===== src/rtl/uart_tx_core.sv =====
// UART transmitter: 8N1 frames, BAUD_DIV clocks per bit, started by a rising edge on tx_start.
// Requests are only taken in IDLE, so edges seen while a frame is in flight are dropped.
module uart_tx_core #(
   parameter int unsigned BAUD_DIV = 868
) (
   input  logic       clk,
   input  logic       rstn,
   input  logic       tx_start,
   input  logic [7:0] tx_data,
   output logic       tx,
   output logic       tx_busy,
   output logic       tx_done
);

   typedef enum logic [1:0] {IDLE, START, DATA, STOP} state_t;

   localparam logic [15:0] BAUD_LAST = 16'(BAUD_DIV - 1);

   state_t      state;
   logic        d1, d2;
   logic [15:0] baud_cnt;
   logic [2:0]  bit_idx;
   logic [7:0]  shreg;
   logic        start_rise;
   logic        baud_end;

   assign start_rise = d1 & ~d2;
   assign baud_end   = (baud_cnt == BAUD_LAST);

   always_ff @(posedge clk or negedge rstn) begin
      if (!rstn) begin
         state    <= IDLE;
         d1       <= 1'b0;
         d2       <= 1'b0;
         baud_cnt <= '0;
         bit_idx  <= '0;
         shreg    <= '0;
         tx       <= 1'b1;
         tx_busy  <= 1'b0;
         tx_done  <= 1'b0;
      end else begin
         d1      <= tx_start;
         d2      <= d1;
         tx_done <= 1'b0;
         case (state)
            IDLE: begin
               baud_cnt <= '0;
               bit_idx  <= '0;
               tx       <= 1'b1;
               tx_busy  <= 1'b0;
               if (start_rise) begin
                  state   <= START;
                  shreg   <= tx_data;
                  tx      <= 1'b0;
                  tx_busy <= 1'b1;
               end
            end
            START: begin
               if (baud_end) begin
                  baud_cnt <= '0;
                  state    <= DATA;
                  tx       <= shreg[0];
               end else begin
                  baud_cnt <= baud_cnt + 16'd1;
               end
            end
            DATA: begin
               if (baud_end) begin
                  baud_cnt <= '0;
                  if (bit_idx == 3'd7) begin
                     bit_idx <= '0;
                     state   <= STOP;
                     tx      <= 1'b1;
                  end else begin
                     // shreg[0] is the bit on the line; present the next one as we shift
                     bit_idx <= bit_idx + 3'd1;
                     shreg   <= {1'b0, shreg[7:1]};
                     tx      <= shreg[1];
                  end
               end else begin
                  baud_cnt <= baud_cnt + 16'd1;
               end
            end
            STOP: begin
               if (baud_end) begin
                  baud_cnt <= '0;
                  state    <= IDLE;
                  tx_busy  <= 1'b0;
                  tx_done  <= 1'b1;
               end else begin
                  baud_cnt <= baud_cnt + 16'd1;
               end
            end
            default: state <= IDLE;
         endcase
      end
   end

endmodule


===== config.mk =====
export PLATFORM = sky130hd
export DESIGN_NAME = uart_tx_core
export DESIGN_NICKNAME = d
export VERILOG_FILES = /design/src/rtl/uart_tx_core.sv
export SDC_FILE = /design/constraint.sdc
export NUM_CORES = 1
export LEC_CHECK = 0
export CORE_ASPECT_RATIO = 1.2
export CORE_UTILIZATION = 54
export CTS_BUF_LIST = sky130_fd_sc_hd__clkbuf_4 sky130_fd_sc_hd__clkbuf_8
export CTS_CLUSTER_SIZE = 10
export DETAILED_ROUTE_END_ITERATION = 10
export PLACE_DENSITY = 0.78
export SYNTH_ARGS = -nofsm -noshare
export SYNTH_HDL_FRONTEND = slang
export SYNTH_SLANG_ARGS = --single-unit
export TNS_END_PERCENT = 20

===== constraint.sdc =====
create_clock -name clk -period 1.7 [get_ports clk]
set_input_delay 0.34 -clock clk [delete_from_list [all_inputs] [get_ports clk]]
set_output_delay 0.34 -clock clk [all_outputs]
set_load 0.01 [all_outputs]

# Yosys cells after proc, flatten, opt, wreduce, memory -nomap -nowiden
# Index checks and enable logic that the tools add are counted.
[word_totals]
register_bits = 34
inputBits = 11
output_inout_bits = 3
elab_cells = 59
[classes]
add_sub_neg = 2
eq_ne = 11
muxes = 25
bitwise_logic = 2
n_reduce_logical = 10
[ops]
columns = ["cell", "count"]
rows = [
  ["case mux 16 bit (2 select lines)", 1],
  ["two-way mux 8 bit", 3],
  ["adder 16 x 1 -> 16 bit, second input constant", 1],
  ["== test 16 x 10 -> 1 bit, second input constant", 1],
  ["two-way mux 16 bit", 1],
  ["case mux 8 bit (2 select lines)", 1],
  ["!= test 2 bit, second input constant", 6],
  ["two-way mux 2 bit", 5],
  ["two-way mux 1 bit", 8],
  ["case mux 2 bit (4 select lines)", 1],
  ["two-way mux 3 bit", 2],
  ["case mux 3 bit (2 select lines)", 1],
  ["AND reduction 5 bit", 1],
  ["== test 2 bit, second input constant", 2],
  ["AND reduction 2 bit", 2],
  ["AND reduction 4 bit", 1],
  ["nonzero test 2 bit", 2],
  ["adder 3 x 1 -> 3 bit, second input constant", 1],
  ["== test 3 bit, second input constant", 1],
  ["case mux 1 bit (3 select lines)", 1],
  ["AND reduction 3 bit", 1],
  ["nonzero test 3 bit", 1],
  ["OR reduction 3 bit", 1],
  ["== test 2 x 1 -> 1 bit, second input constant", 1],
  ["4 further kinds", 4],
]

# Depth between registers and ports, before layout
# Gate-level depths: netlist (run 1).
[depth]
depth_word = 4
depth_mapped = 7

# Worst setup path after synthesis (run 1)
# OpenSTA, ideal clock, no wires.
[synth_path]
kind = "register to register"
start = "register state[0]"
end = "register shreg[1]"
arrival_ps = 1768
path_slack_ps = -133
stages_incl_launch_ff = 7
cell_sequence = "dfrtp_1 > inv_1 > ha_1 > inv_1 > nor3_1 > o21bai_2 > o221a_2"
[synth_via]
elab_chain_len = 3
elab_cells_between_ends = 8
[synth_lines]
columns = ["element", "line", "text"]
rows = [
  ["start, declared", "19", "state_t state;"],
  ["start signal, assigned", "32", "state <= IDLE;"],
  ["start signal, assigned", "52", "state <= START;"],
  ["start signal, assigned", "61", "state <= DATA;"],
  ["== test 2 bit or zero test 2 bit (tied branches)", "45", "case (state)"],
  ["!= test 2 bit (no line) or nonzero test 2 bit (tied branches)", "n/a", ""],
  ["AND reduction 4 bit (no line)", "n/a", ""],
  ["end signal, assigned", "53", "shreg <= tx_data;"],
  ["end signal, assigned", "77", "shreg <= {1'b0, shreg[7:1]};"],
  ["end, declared", "23", "logic [7:0] shreg;"],
]
# Parallel ways exist; a longest one is shown, timed or not.
# A chain may end at the register's enable or synchronous reset.

# Final worst setup path (run 1)
[layout_path]
start = "register state[0]"
end = "register state[1]"
[layout_via]
elab_chain_len = 3
elab_cells_between_ends = 11
[layout_lines]
columns = ["element", "line"]
rows = [
  ["== test 2 bit (tied with other cells)", "45"],
  ["!= test 2 bit (no line)", "n/a"],
  ["AND reduction 5 bit (no line)", "n/a"],
]
# Parallel ways exist; a longest one is shown, timed or not.

==> results of run 1 <==
[power breakdown]
part	leakage, nW	internal (W)	switching (W)
sequential	0.433	0.00102	0.000148
clock	0.0489	0.000367	0.000273
combinational	0.539	0.000798	0.000652
[logic make-up after synthesis]
group / synth area share
and+or+nand+nor: 0.2281
buffers and inverters: 0.03207
muxes: 0.02423
xor gates and xnor gates: 0.06486
AOI/OAI and AO/OA: 0.1012
adders and majority gates: 0.06415
DFF: 0.4854
[layout by cell type, fill, tap and decap left out, drive strengths merged, types with 2 or more instances in the layout]
| cell | synthesis | layout |
|---|---|---|
| a21oi | 4 | 4 |
| and4 | 2 | 2 |
| buf | 4 | 33 |
| clkbuf | 2 | 7 |
| clkdlybuf4s50 | 0 | 12 |
| dfrtp | 33 | 33 |
| ha | 9 | 9 |
| inv | 6 | 6 |
| mux2 | 2 | 2 |
| mux2i | 2 | 2 |
| nand2 | 10 | 10 |
| nand2b | 4 | 4 |
| nand3 | 7 | 7 |
| nand4 | 6 | 6 |
| nor2 | 21 | 21 |
| nor2b | 3 | 3 |
| nor3 | 4 | 4 |
| nor3b | 3 | 3 |
| nor4 | 5 | 5 |
| o211ai | 2 | 2 |
| o21ai | 2 | 2 |
| o221a | 7 | 7 |
| or2 | 3 | 3 |
| or2b | 5 | 5 |
| xnor2 | 9 | 9 |
| xor2 | 4 | 4 |
[registers in the layout (all words and copies together) (netlist names)]
signal	count
baud_cnt	16
bit_idx	3
tx_busy	1
shreg	8
state	2
tx_done	1
d2	1
tx	1
d1	1
[what timing repair did]
action / CTS / global route
pin swaps: 5 / 5
resized for setup: 14 / 9
setup endpoints to repair: 12 / 17
buffers inserted: 3 / 0
[metrics by stage]
step,total power (W),setup TNS [ns]
floorplan,0.001887,-0.2429
global route,0.003455,-0.7213
CTS,0.003178,-0.5964
global placement,0.002337,-0.6715
detailed placement,0.002407,-1.005
finish,0.003257,-0.1699
[synth_stat cells, drive strengths merged]
library cell  count  area [sq um]
a22o              1         8.760
o21ai             2         10.01
inv               6         22.52
a221o             1         10.01
xor2              4         35.03
and4              2         17.52
o21bai            1         11.26
nor3b             3         22.52
nand3             7         35.03
xnor2             9         78.83
nand2b            4         25.02
o31ai             1         7.510
dfstp             1         26.28
nand2            10         37.54
a21oi             4         20.02
dfrtp            33         825.8
a31oi             1         6.260
or2b              5         37.54
mux2              2         22.52
or3               1         6.260
mux2i             2         20.02
buf               4         26.27
nor2             21         78.83
or2               3         18.78
nor3              4         20.02
o221a             7         78.83
or4               1         7.510
nor2b             3         18.77
ha                9         112.6
nand4             6         43.79
clkbuf            2         7.510
a311o             1         10.01
o211ai            2         15.01
nor4              5         31.28
[final cells by class]
class,instances,share of cell area
clock buffers,7,0.02496
clock inverters,1,0.01275
inverters,6,0.009559
multi-input cells,122,0.3988
flip-flops and latches,34,0.3627
well taps,36,0.01912
repair buffers,46,0.1721
[metal layers]
layer	vias up	GRT usage	part of all wire
met4	0	0.1763	0.026
met1	706	0.3318	0.41
met5	-	0	0
met2	45	0.4460	0.52
li1	689	-	-
met3	10	0.06103	0.041
[worst paths after layout]
kind,endpoint,cells after the start,startpoint,slack [ns]
min in group clk,d2,0,d1,0.41
max in group asynchronous,tx,2,rstn,0.85
worst min register to register,d2,0,d1,0.41
worst min-delay path,baud_cnt[10],1,rstn,0.30
worst max-delay path,state[1],5,state[0],-0.12
worst max register to register,state[1],5,state[0],-0.12
==> run metrics, run 1 <==
Worst VDD drop=0.9555 mV; Reg area=854.6 sq um; # diodes=0; Final Setup Violations=4; wire per inst=16.08 microns; Synth Warn #=0; static leakage=1.020 nW; HP Class=in2async; library cells used by synthesis=39; Yosys reg bits=34; violated checks=setup timing; Syn Nets=188; Max Clock Skew=0.01754 ns; Rel. slew slack=0.6992; fin crit share=1.071; biggest cell delay along the critical path=0.44 ns; Non-Filler Instances=252; CP Data Arrival Time=2.04 ns; clock buffer depth=2; critical path type=reg2reg; Final Hold Fails=0; GPL Wtd Cong=0.8696; Overflow after GRT=0; area of the multi-input gates=939.7 sq um; Clock Root Buffer=clkbuf_4; CP top delay family=flip-flops; vias per cell=5.754; first-pass GRT wire length=6913 microns; H-tree Lvls=2; status=complete, but fails checks; Slew Viols, Final=0; average cell area after synthesis=10.45 sq um; initial antenna violation count=0; setup ws final=-0.1209 ns; Filler cells=217; Core ar.=3083 sq um; sequential share of the synthesized area=0.4854; IO Port Bufs=13; DR iter-0 viols=38; RSZ-0062 raised after global routing=yes; Worst-Margin Slew=0.4497 ns; Core Util, Final=0.7642; mapped cell area=1755 sq um; DRC errors left=0; share of cells above drive strength 1=0.3241; clock sink count=34; slowest stage cell, crit path=dfrtp_2; Nets=235; area delta synth->final=34.21%; WL final=4052 microns; via count=1,450; max-cap violation count=0; Design Area, Final=2356 sq um; post-route ant nets=0; CP startpoint kind=register; Starting Density=0.5694; dpl cells=241; total track usage=0.2802; crit-path cells=inv_2 > ha_4 > or3_1 > a221o_1 > mux2_4; Num CTS Buffers=5; CTS tree=built; Period minus WS final=1.821 ns; hold_buf cts=0; die span in y=64.46 microns; HPWL Detailed=2815 microns; Synth Instances=168; Worst-Skew Late Latency=0.34 ns; CP endpoint kind=register; pre-CTS WS=-0.1589 ns; die area=3484 sq um; fmax=549.2 MHz; I/O Pins=14; dpl cell area=2155 sq um; pin count of the biggest net entering global routing=18; vias in the first global route=1,534; Cell Rows=22; Max FO, Critical Path=4; Worst Path Buf+Inv=1; Crit path required time=1.92 ns; clock-pin slew on the worst setup and hold paths=0.12 ns; P per Cell Area=1383 nW/um^2; DR pass1 iterations=4; Min Hold Slack=0.3009 ns; Die Span X=54.05 microns
Power figures use the tool's default switching activity.
==> run 2, diff against run 1 <==
CAP_MARGIN = 25   (was default)
CORE_MARGIN = 2   (was default)
==> run 2 against run 1 <==
  * Count of clock-buffer cells in the layout down 2
  * Final cell count up 1.6%
  * Clock skew decreased by 0.0090 ns
  * The run still ends with setup timing left
  * Flip-flop and latch count did not move
  * Clock power decreased by 5.9%
  * Utilization is 0.81 points higher
  * Wire length is 2.4% higher
  * Non-clock buffer count grew 4
  * Largest cell class unchanged
  * Maximum frequency decreased by 5.5%
  * First-iteration DRC count increased by 71%
  * Hold slack better by 0.085 ns
  * Sequential power about the same
==> run metrics, run 2 (synthesis results as in run 1) <==
setup ws final=-0.2261 ns (-0.1052 ns); Nets=239 (+1.7%); violated checks=setup timing; hold_buf cts=0 (unchanged); critical path type=reg2reg; Max Clock Skew=0.008498 ns (-0.009038 ns); HPWL Detailed=2715 microns (-3.5%); clock buffer depth=2 (unchanged); Final Hold Fails=0 (unchanged); commonest non-fill, non-tap cells in the layout=buf_4 (34), dfrtp_1 (32), nor2_1 (21), clkdlybuf4s50_1 (12), nand2_1 (10); Clk pwr share=0.178 (-0.018); post-route ant nets=0 (unchanged); Worst VDD drop=1.118 mV (+17%); biggest cell delay along the critical path=0.42 ns (-0.02 ns); WL final=4150 microns (+2.4%); Cell Rows=22 (unchanged); total track usage=0.2307 (-0.04944); Worst Reg-to-Reg Cells=5 (unchanged); CP endpoint kind=register; Starting Density=0.5694 (unchanged); IO Port Bufs=13 (unchanged); status=complete, but fails checks; # diodes=0 (unchanged); clock-pin slew on the worst setup and hold paths=0.11 ns (about the same); Clock Root Buffer=clkbuf_4; dpl cell area=2150 sq um (-0.23%); die span in y=66.46 microns (+3.1%); Core ar.=3083 sq um (unchanged); Design Area, Final=2381 sq um (+1.1%); r2r setup slk=-0.23 ns (-0.11 ns); Slew Viols, Final=0 (unchanged); crit-path cells=nor4_1 > nand4_1 > a221o_1 > buf_4 > mux2i_2; Filler cells=192 (-12%); first-pass GRT wire length=6603 microns (-4.5%); fin crit share=1.133 (+0.06191); r2r startpoint=baud_cnt[13]; CP Data Arrival Time=2.18 ns (+0.14 ns); RSZ-0062 raised after global routing=yes; H-tree Lvls=2 (unchanged); P per Cell Area=1420 nW/um^2 (+2.7%); Crit path required time=1.96 ns (+0.04 ns); I/O Pins=14 (unchanged); HP Class=in2async; Rel. slew slack=0.7089 (+0.009664); initial antenna violation count=0 (unchanged); Max FO, Critical Path=4 (unchanged); fmax=519.2 MHz (-5.5%); via count=1,509 (+4.1%); CP Launch Point=baud_cnt[13]; Comb pwr share=0.476 (+0.031); Overflow after GRT=0 (unchanged); slowest stage cell, crit path=a221o_1; Die Span X=56.05 microns (+3.7%); most common cell after layout, fill and taps aside=buf_4; share of cells above drive strength 1=0.3364 (+0.01229); Final Setup Violations=29 (+25); area delta synth->final=35.64%; Worst-Margin Slew=0.4327 ns (-0.01708 ns); pin count of the biggest net entering global routing=35 (+17); CTS tree=built; Worst-Skew Late Latency=0.34 ns (about the same); clock sink count=34 (unchanged); Sequential Power Share=0.346 (-0.012); max-cap violation count=0 (unchanged); wire per inst=16.21 microns (+0.82%); Core Util, Final=0.7723 (+0.008116); die area=3725 sq um (+6.9%); biggest regs=baud_cnt (16), shreg (8), bit_idx (3); DRC errors left=0 (unchanged); Sw Pwr=0.001154 W (+7.5%); vias in the first global route=1,521 (-0.85%); CP startpoint kind=register; Fin Setup TNS=-2.266 ns (-2.096 ns); Pint=0.002228 W (+2.0%); vias per cell=5.895 (+2.4%); CP endpoint=state[0]; max reg flops=16 (unchanged); DR iter-0 viols=65 (+71%); worst flop-to-flop path endpoint=state[0]; Period minus WS final=1.926 ns (+0.1052 ns); Num CTS Buffers=5 (unchanged); Net Sw Frac=0.3411 (+0.01185); static leakage=1.035 nW (+1.5%); DR pass1 iterations=4 (unchanged); GPL Wtd Cong=0.8752 (+0.64%); Largest Register=baud_cnt
run 2: changes by cell type in the layout (fill, tap and decap cells not counted), sizes merged:
cell	previous run	this run
clkinvlp	0	2
buf	33	37
clkbuf	7	5
run 2: metal layers:
layer,GRT usage,part of all wire,vias up
met4,0.1131,0.028,0
met1,0.2594,0.41,733
met2,0.4147,0.51,60
li1,-,-,702
met3,0.04854,0.045,14
met5,0,0,-
run 2: what timing repair did:
item,4_1_cts,5_1_grt
gates resized for setup,10,14
setup buffers,3,3
setup endpoints to repair,12,29
pin swaps,3,5
run 2: final cells by class:
cell class / instances / area [sq um] / share of cell area
well taps: 36 / 45.04 / 0.01892
flip-flops and latches: 34 / 853.3 / 0.3584
multi-input cells: 122 / 950.9 / 0.3994
clock buffers: 5 / 37.54 / 0.01576
clock inverters: 3 / 45.04 / 0.01892
inverters: 6 / 22.52 / 0.009459
repair buffers: 50 / 426.7 / 0.1792
run 2: per-stage QoR:
step | hold WS (ns) | std cells | power, W | worst slack [ns]
2_1_floorplan | 0.04441 | 168 | 0.001887 | -0.04972
5_1_grt | 0.4344 | 256 | 0.003547 | -0.2646
6_report | 0.3854 | 256 | 0.003382 | -0.2261
3_3_place_gp | 0.3812 | 242 | 0.002329 | -0.08628
3_5_place_dp | 0.3928 | 242 | 0.002403 | -0.1384
4_1_cts | 0.3894 | 253 | 0.003127 | -0.1020
run 2: worst min-delay path by stage:
| stage | slack, ns | end | start | depth (start not counted) |
|---|---|---|---|---|
| 3_5_place_dp | 0.39 | d2 | d1 | 0 |
| 4_1_cts | 0.39 | baud_cnt[12] | rstn | 2 |
| 2_1_floorplan | 0.04 | baud_cnt[0] | rstn | 0 |
| 6_report | 0.39 | baud_cnt[8] | rstn | 2 |
| 3_3_place_gp | 0.38 | d2 | d1 | 0 |
| 5_1_grt | 0.43 | d1 | tx_start | 1 |
run 2: power by group through the flow:
stage / clock network [W] / logic, W / registers [W]
floorplan: 0 / 0.000727 / 0.00116
global placement: 0 / 0.00118 / 0.00115
detailed placement: 0 / 0.00124 / 0.00116
CTS: 0.000614 / 0.00135 / 0.00116
global route: 0.000649 / 0.00171 / 0.00119
finish: 0.000602 / 0.00161 / 0.00117
run 2: critical path: cells and delay by family, from the launching register on:
| family | cells | cell delay (ns) |
|---|---|---|
| buffers and inverters | 1 | 0.16 |
| flip-flops | 1 | 0.41 |
| multiplexers | 1 | 0.18 |
| AND/OR/NAND/NOR | 2 | 0.67 |
| AO/OA/AOI/OAI | 1 | 0.42 |
